## config.mk

```make
export PLATFORM = sky130hd
export DESIGN_NAME = serial_word_tx
export DESIGN_NICKNAME = d
export VERILOG_FILES = /design/src/rtl/serial_word_pkg.sv /design/src/rtl/serial_word_tx_bit_period_counter.sv /design/src/rtl/serial_word_tx.sv
export SDC_FILE = /design/constraint.sdc
export NUM_CORES = 1
export LEC_CHECK = 0
export BUFFER_PORTS_ARGS = -buffer_cell sky130_fd_sc_hd__buf_2
export CORE_UTILIZATION = 55
export DETAILED_ROUTE_END_ITERATION = 7
export PLACE_DENSITY = 0.78
export SYNTH_ARGS = -nofsm -noshare
export SYNTH_HDL_FRONTEND = slang
export SYNTH_HIERARCHICAL = 1
export SYNTH_SLANG_ARGS = --single-unit
```

## constraint.sdc

```tcl
create_clock -name C -period 2.7 [get_ports C]
set_input_delay 0.135 -clock C [delete_from_list [all_inputs] [get_ports C]]
set_output_delay 0.135 -clock C [all_outputs]
set_load 0.02 [all_outputs]
```

## src/rtl/serial_word_pkg.sv

```systemverilog
// -----------------------------------------------------------------------------
// serial_word_pkg
// Definitions shared by the serial word transmitter and the matching capture
// logic on the receive side:
//   - sw_state_t : frame state encoding (3-bit)
//   - SO_*       : serial line levels for idle, start and stop
//   - clog2()    : ceiling log2, used to size counters from parameters
// No ports.
// -----------------------------------------------------------------------------
package serial_word_pkg;

  typedef enum logic [2:0] {
    IDLE   = 3'd0,
    START  = 3'd1,
    DATA   = 3'd2,
    PARITY = 3'd3,
    STOP   = 3'd4
  } sw_state_t;

  localparam logic SO_IDLE  = 1'b1;
  localparam logic SO_START = 1'b0;
  localparam logic SO_STOP  = 1'b1;

  // Returns ceil(log2(value)); 0 for value <= 1. Callers clamp to 1 bit.
  function automatic int clog2(input int value);
    int r;
    for (r = 0; (1 << r) < value; r++) begin
    end
    return r;
  endfunction

endpackage

```

## src/rtl/serial_word_tx_bit_period_counter.sv

```systemverilog
// -----------------------------------------------------------------------------
// bit_period_counter
// Counts clock cycles within one serial bit period of DIV cycles.
// Parameters:
//   DIV       : cycles per serial bit (>= 1)
// Ports:
//   C         : clock, rising edge
//   R         : synchronous active-high reset
//   clr       : restart the bit period (counter back to 0)
//   tick      : high in the last cycle of the current bit period
//   tick_next : high when the following cycle is the last cycle of the bit
//               period (assuming no clear); lets the owner register outputs
//               that must line up with tick
// -----------------------------------------------------------------------------
module bit_period_counter
  import serial_word_pkg::*;
#(
  parameter int DIV = 4
) (
  input  logic C,
  input  logic R,
  input  logic clr,
  output logic tick,
  output logic tick_next
);

  localparam int CW = (clog2(DIV) < 1) ? 1 : clog2(DIV);
  localparam logic [CW-1:0] CNT_LAST = CW'(DIV - 1);
  localparam logic [CW-1:0] CNT_NEAR = CW'((DIV > 1) ? DIV - 2 : 0);

  logic [CW-1:0] cnt;

  always_ff @(posedge C) begin
    if (R || clr) begin
      cnt <= '0;
    end else if (tick) begin
      cnt <= '0;
    end else begin
      cnt <= cnt + 1'b1;
    end
  end

  assign tick      = (cnt == CNT_LAST);
  // With DIV=1 every cycle is the last of its bit.
  assign tick_next = (DIV == 1) ? 1'b1 : (cnt == CNT_NEAR);

endmodule

```

## src/rtl/serial_word_tx.sv

```systemverilog
// -----------------------------------------------------------------------------
// serial_word_tx
// Captures a parallel word on an accepted load and sends it on one line as a
// framed stream: start bit (0), WIDTH data bits LSB first, optional even
// parity bit, stop bit (1). Every bit lasts DIV clock cycles.
//
// Build option: define SERIAL_WORD_TX_PARITY_EN to insert the parity bit
// (XOR of the captured word) between the data and the stop bit.
//
// Parameters:
//   WIDTH : data bits per frame (>= 1)
//   DIV   : clock cycles per serial bit (>= 1)
// Ports:
//   C    : clock, rising edge
//   R    : synchronous active-high reset, overrides everything
//   D    : parallel word, sampled only when a load is accepted
//   LD   : load strobe, accepted when LD && RDY at a rising edge
//   RDY  : idle and able to accept a load (registered)
//   SO   : serial line, idles high (registered)
//   BUSY : a frame is on the line (registered)
//   DONE : one-cycle pulse in the last cycle of the stop bit (registered)
//
// State  | meaning
// -------+-----------------------------------------------------------
// IDLE   | line high, waiting for a load
// START  | start bit (line low)
// DATA   | data bits, shift_reg[0] on the line, LSB first
// PARITY | even parity bit (only with SERIAL_WORD_TX_PARITY_EN)
// STOP   | stop bit (line high), DONE in its last cycle
//
// All outputs are registered, so they are computed from the next state and
// the next shift-register contents rather than the current ones.
// -----------------------------------------------------------------------------
module serial_word_tx
  import serial_word_pkg::*;
#(
  parameter int WIDTH = 8,
  parameter int DIV   = 4
) (
  input  logic             C,
  input  logic             R,
  input  logic [WIDTH-1:0] D,
  input  logic             LD,
  output logic             RDY,
  output logic             SO,
  output logic             BUSY,
  output logic             DONE
);

  localparam int IW = (clog2(WIDTH + 1) < 1) ? 1 : clog2(WIDTH + 1);
  localparam logic [IW-1:0] IDX_LAST = IW'(WIDTH - 1);

  sw_state_t        state, state_d;
  logic [IW-1:0]    idx, idx_d;
  logic [WIDTH-1:0] shift_reg, shift_reg_d;
  logic             load;
  logic             clr;
  logic             tick;
  logic             tick_next;
  logic             so_d;
  logic             done_d;

  assign load = (state == IDLE) && LD && RDY;

  bit_period_counter #(
    .DIV(DIV)
  ) u_bit_period_counter (
    .C         (C),
    .R         (R),
    .clr       (clr),
    .tick      (tick),
    .tick_next (tick_next)
  );

`ifdef SERIAL_WORD_TX_PARITY_EN
  logic parity;

  // Parity is taken from the word at capture time; the shift register is
  // consumed by the time the parity bit goes out.
  always_ff @(posedge C) begin
    if (R) begin
      parity <= 1'b0;
    end else if (load) begin
      parity <= ^D;
    end
  end
`endif

  always_ff @(posedge C) begin
    if (R) begin
      state     <= IDLE;
      idx       <= '0;
      shift_reg <= '0;
      SO        <= SO_IDLE;
      RDY       <= 1'b1;
      BUSY      <= 1'b0;
      DONE      <= 1'b0;
    end else begin
      state     <= state_d;
      idx       <= idx_d;
      shift_reg <= shift_reg_d;
      SO        <= so_d;
      RDY       <= (state_d == IDLE);
      BUSY      <= (state_d != IDLE);
      DONE      <= done_d;
    end
  end

  always_comb begin
    state_d     = state;
    idx_d       = idx;
    shift_reg_d = shift_reg;
    clr         = 1'b0;

    case (state)
      IDLE: begin
        if (load) begin
          shift_reg_d = D;
          idx_d       = '0;
          clr         = 1'b1;
          state_d     = START;
        end
      end
      START: begin
        if (tick) begin
          state_d = DATA;
        end
      end
      DATA: begin
        if (tick) begin
          shift_reg_d = shift_reg >> 1;
          if (idx == IDX_LAST) begin
            idx_d = '0;
`ifdef SERIAL_WORD_TX_PARITY_EN
            state_d = PARITY;
`else
            state_d = STOP;
`endif
          end else begin
            idx_d = idx + 1'b1;
          end
        end
      end
`ifdef SERIAL_WORD_TX_PARITY_EN
      PARITY: begin
        if (tick) begin
          state_d = STOP;
        end
      end
`endif
      STOP: begin
        if (tick) begin
          state_d = IDLE;
        end
      end
      default: begin
        state_d = IDLE;
      end
    endcase
  end

  always_comb begin
    so_d = SO_IDLE;
    case (state_d)
      IDLE:   so_d = SO_IDLE;
      START:  so_d = SO_START;
      DATA:   so_d = shift_reg_d[0];
`ifdef SERIAL_WORD_TX_PARITY_EN
      PARITY: so_d = parity;
`endif
      STOP:   so_d = SO_STOP;
      default: so_d = SO_IDLE;
    endcase
  end

  // DONE must be high during the last stop cycle. Entering STOP restarts the
  // bit period, so that first stop cycle is also the last only when DIV=1;
  // while already in STOP the counter says whether the next cycle is last.
  always_comb begin
    done_d = 1'b0;
    if (state_d == STOP) begin
      if (state == STOP) begin
        done_d = tick_next;
      end else begin
        done_d = (DIV == 1);
      end
    end
  end

endmodule

```

==> results_dict.tcl <==
set metrics [dict create \
    outcome "completed" \
    track_usage 0.201 \
    power-per-cell-area_mw_per_mm2 560 \
    grt_pass1_vias 646 \
    synth_async_sr_flop_share 0 \
    cts_sinks 21 \
    tns_ns 0 \
    synth_area_sq_um 923 \
    yosysWarnings 6 \
    cp-start-kind "register" \
    antenna_found_initial 0 \
    max_stage_delay_ns 0.42 \
    synth_mux_area_frac 0.0122 \
    hold_path_end "shift_reg[3]$_SDFFE_PP0P_" \
    fin_crit_sh 0.607 \
    cts_max_level 1 \
    rows 14 \
    synth_nets 106 \
    finClkSkew_ns 0.00148 \
    hp-class "input port to register" \
    finalWeightedCongestion 0.765 \
    drt-initial-drc-count 26 \
    cts_root_buf "clkbuf_4" \
    ys_seq_elements 21 \
    wl_microns 1650 \
    clkTransAtPathRegs_ns 0.11 \
    relSlewSlack 0.695 \
    regArea_sq_um 420 \
    syn_inst 92 \
    dp_cells 116 \
    die_h_microns 43.0 \
    post_cts_buffers 0 \
    dr.pass1.iters 4 \
    tightest_slew_ns 0.457 \
    syn_avg_cell_area_sq_um 10.0 \
    synth.distinct_cells 35 \
    routed-via-count 748 \
    grt_max_degree 18 \
    rr_startpoint "u_bit_period_counter/cnt[0]$_SDFF_PP0_" \
    synth_edf_count 0 \
    synthFlopType "dfxtp_1" \
    reg2reg_slack_ns 1.06 \
    place_hpwl_microns 1200 \
    slew_violations 0 \
    crit_type "register to register" \
    fin_hold_ws_ns 0.0681 \
    clkLatencyLatePin_ns 0.29 \
    cpLargestDelayFamily "simple AND/OR/NAND/NOR gates" \
    ant_nets 0 \
    synthAdderAreaFrac 0.0407 \
    synth-simple-area-share 0.252 \
    initial_core_util 0.599 \
    synth.yosys.seq_area_share 0.455 \
    routedWlPerCell_microns 13.8 \
    synthToLayoutAreaGrowth_pct 7.59 \
    grt_overflow 0 \
    via_per_inst 6.23 \
    core_sq_mm 0.00154 \
    nFillCells 136 \
    rsz0062_at_grt "false" \
    clk_path_buf_depth 2 \
    min_period_ns 1.64 \
    r2r-end "idx[3]$_SDFFE_PP0P_" \
    cp-startpoint "u_bit_period_counter/cnt[0]$_SDFF_PP0_" \
    synth_top_family_by_area "simple AND/OR/NAND/NOR gates" \
    pin_count 15 \
    cp-end-kind "register" \
    synth-xor-area-share 0 \
    fin_cells 120 \
    largest_reg_flops 8 \
    crit_buf_inv 0 \
    drc 0 \
    fin_nets 119 \
    power_uw 556 \
    hold_violations 0 \
    grt_pass1_wl_microns 2760 \
    cts_tree "built" \
    crit_chain "ha_1 > and4bb_1 > nor4b_2 > a31oi_1 > a21oi_1" \
    port_buffers 14 \
    multi_input_area_sq_um 453 \
    postCtsHoldBufs 0 \
    cts_buffers 3 \
    slowest_stage "and4bb_1" \
    drive_gt1_frac 0.221 \
    worstPathArrival_ns 1.87 \
    crit_required_ns 2.93 \
    die_w_microns 43.0 \
    leakage_nw 0.402 \
    ir_drop_mv 0.344 \
    holdPathStages 3 \
    cp_max_fo 9 \
    max_freq_mhz 610 \
    diodes 0 \
    reg2reg_depth 5 \
    min_from "D[3]" \
    max-cap-violations 0 \
    synth_compound_area_frac 0.186 \
    post_cts_resized 0 \
    setup_viol 0 \
    die_area_sq_mm 0.00185 \
    fin_util 0.644 \
]
==> cells in the mapped netlist, types with 3 or more instances <==
library cell / instances / area [sq um]
o21ai_1: 3 / 15.0
dfxtp_1: 21 / 420
nor2_1: 12 / 45.0
a21oi_1: 5 / 25.0
nor4_1: 3 / 18.8
ha_1: 3 / 37.5
nand2_1: 4 / 15.0
a222oi_1: 6 / 60.1
==> layout by cell type (no fill, tap or decap), types with 2 or more instances in the layout <==
cell and n:
dfxtp_1 21, a21oi_1 5, nor4_1 3, nand4b_1 2, and2_1 2, nand2_1 4, and3b_1 2, nor2_1 12
o21ai_1 3, a22oi_1 2, nor2b_1 2, a31oi_1 2, buf_2 14, clkbuf_4 3, a222oi_1 6, ha_1 3
==> metrics by stage <==
| stage | setup slack (ns) | area, sq um |
|---|---|---|
| final | 1.06 | 993 |
| after detailed placement | 1.10 | 967 |
| after CTS | 1.07 | 993 |
| after global placement | 1.16 | 967 |
| after floorplan | 1.23 | 923 |
| after global routing | 0.944 | 993 |
==> power breakdown <==
part | switching, mW | leakage (nW) | internal (mW)
sequential | 0.0120 | 0.172 | 0.327
clock | 0.0892 | 0.0150 | 0.0575
combinational | 0.0403 | 0.216 | 0.0299
total | 0.142 | 0.402 | 0.415
==> cell families after synthesis <==
group	after synthesis
and+or+nand+nor	37
AOI/OAI and AO/OA	23
DFF	21
buffers and inverters	7
adders and majority gates	3
muxes	1
==> worst register-to-register path, stage by stage (launching register included) <==
cell	delay (ns)
dfxtp_1	0.37
ha_1	0.32
and4bb_1	0.42
nor4b_2	0.27
a31oi_1	0.07
a21oi_1	0.14
==> cell type report <==
class	instances	share of cell area
multi-input combinational	64	0.456
sequential	21	0.423
timing repair buffer	14	0.0705
clock buffer	4	0.0264
tap	16	0.0202
inverter	1	0.00378
==> worst max path at each step <==
stage                                 to  slack (ns)  cells past startpoint
2_1_floorplan  shift_reg[3]$_SDFFE_PP0P_        1.23                      6
3_3_place_gp               SO$_SDFF_PP1_        1.16                      5
3_5_place_dp         idx[3]$_SDFFE_PP0P_        1.10                      5
4_1_cts              idx[3]$_SDFFE_PP0P_        1.07                      5
5_1_grt              idx[3]$_SDFFE_PP0P_        0.94                      5
6_report             idx[3]$_SDFFE_PP0P_        1.06                      5
==> metal layers <==
metal	GRT usage	wire (microns)	vias up	share of wire
li1	-	-	373	-
met1	0.263	827	363	0.50
met2	0.318	769	10	0.47
met3	0.0383	42	2	0.025
met4	0.0909	13	0	0.0079
met5	0	0	-	0
(Power assumes the default switching activity.)
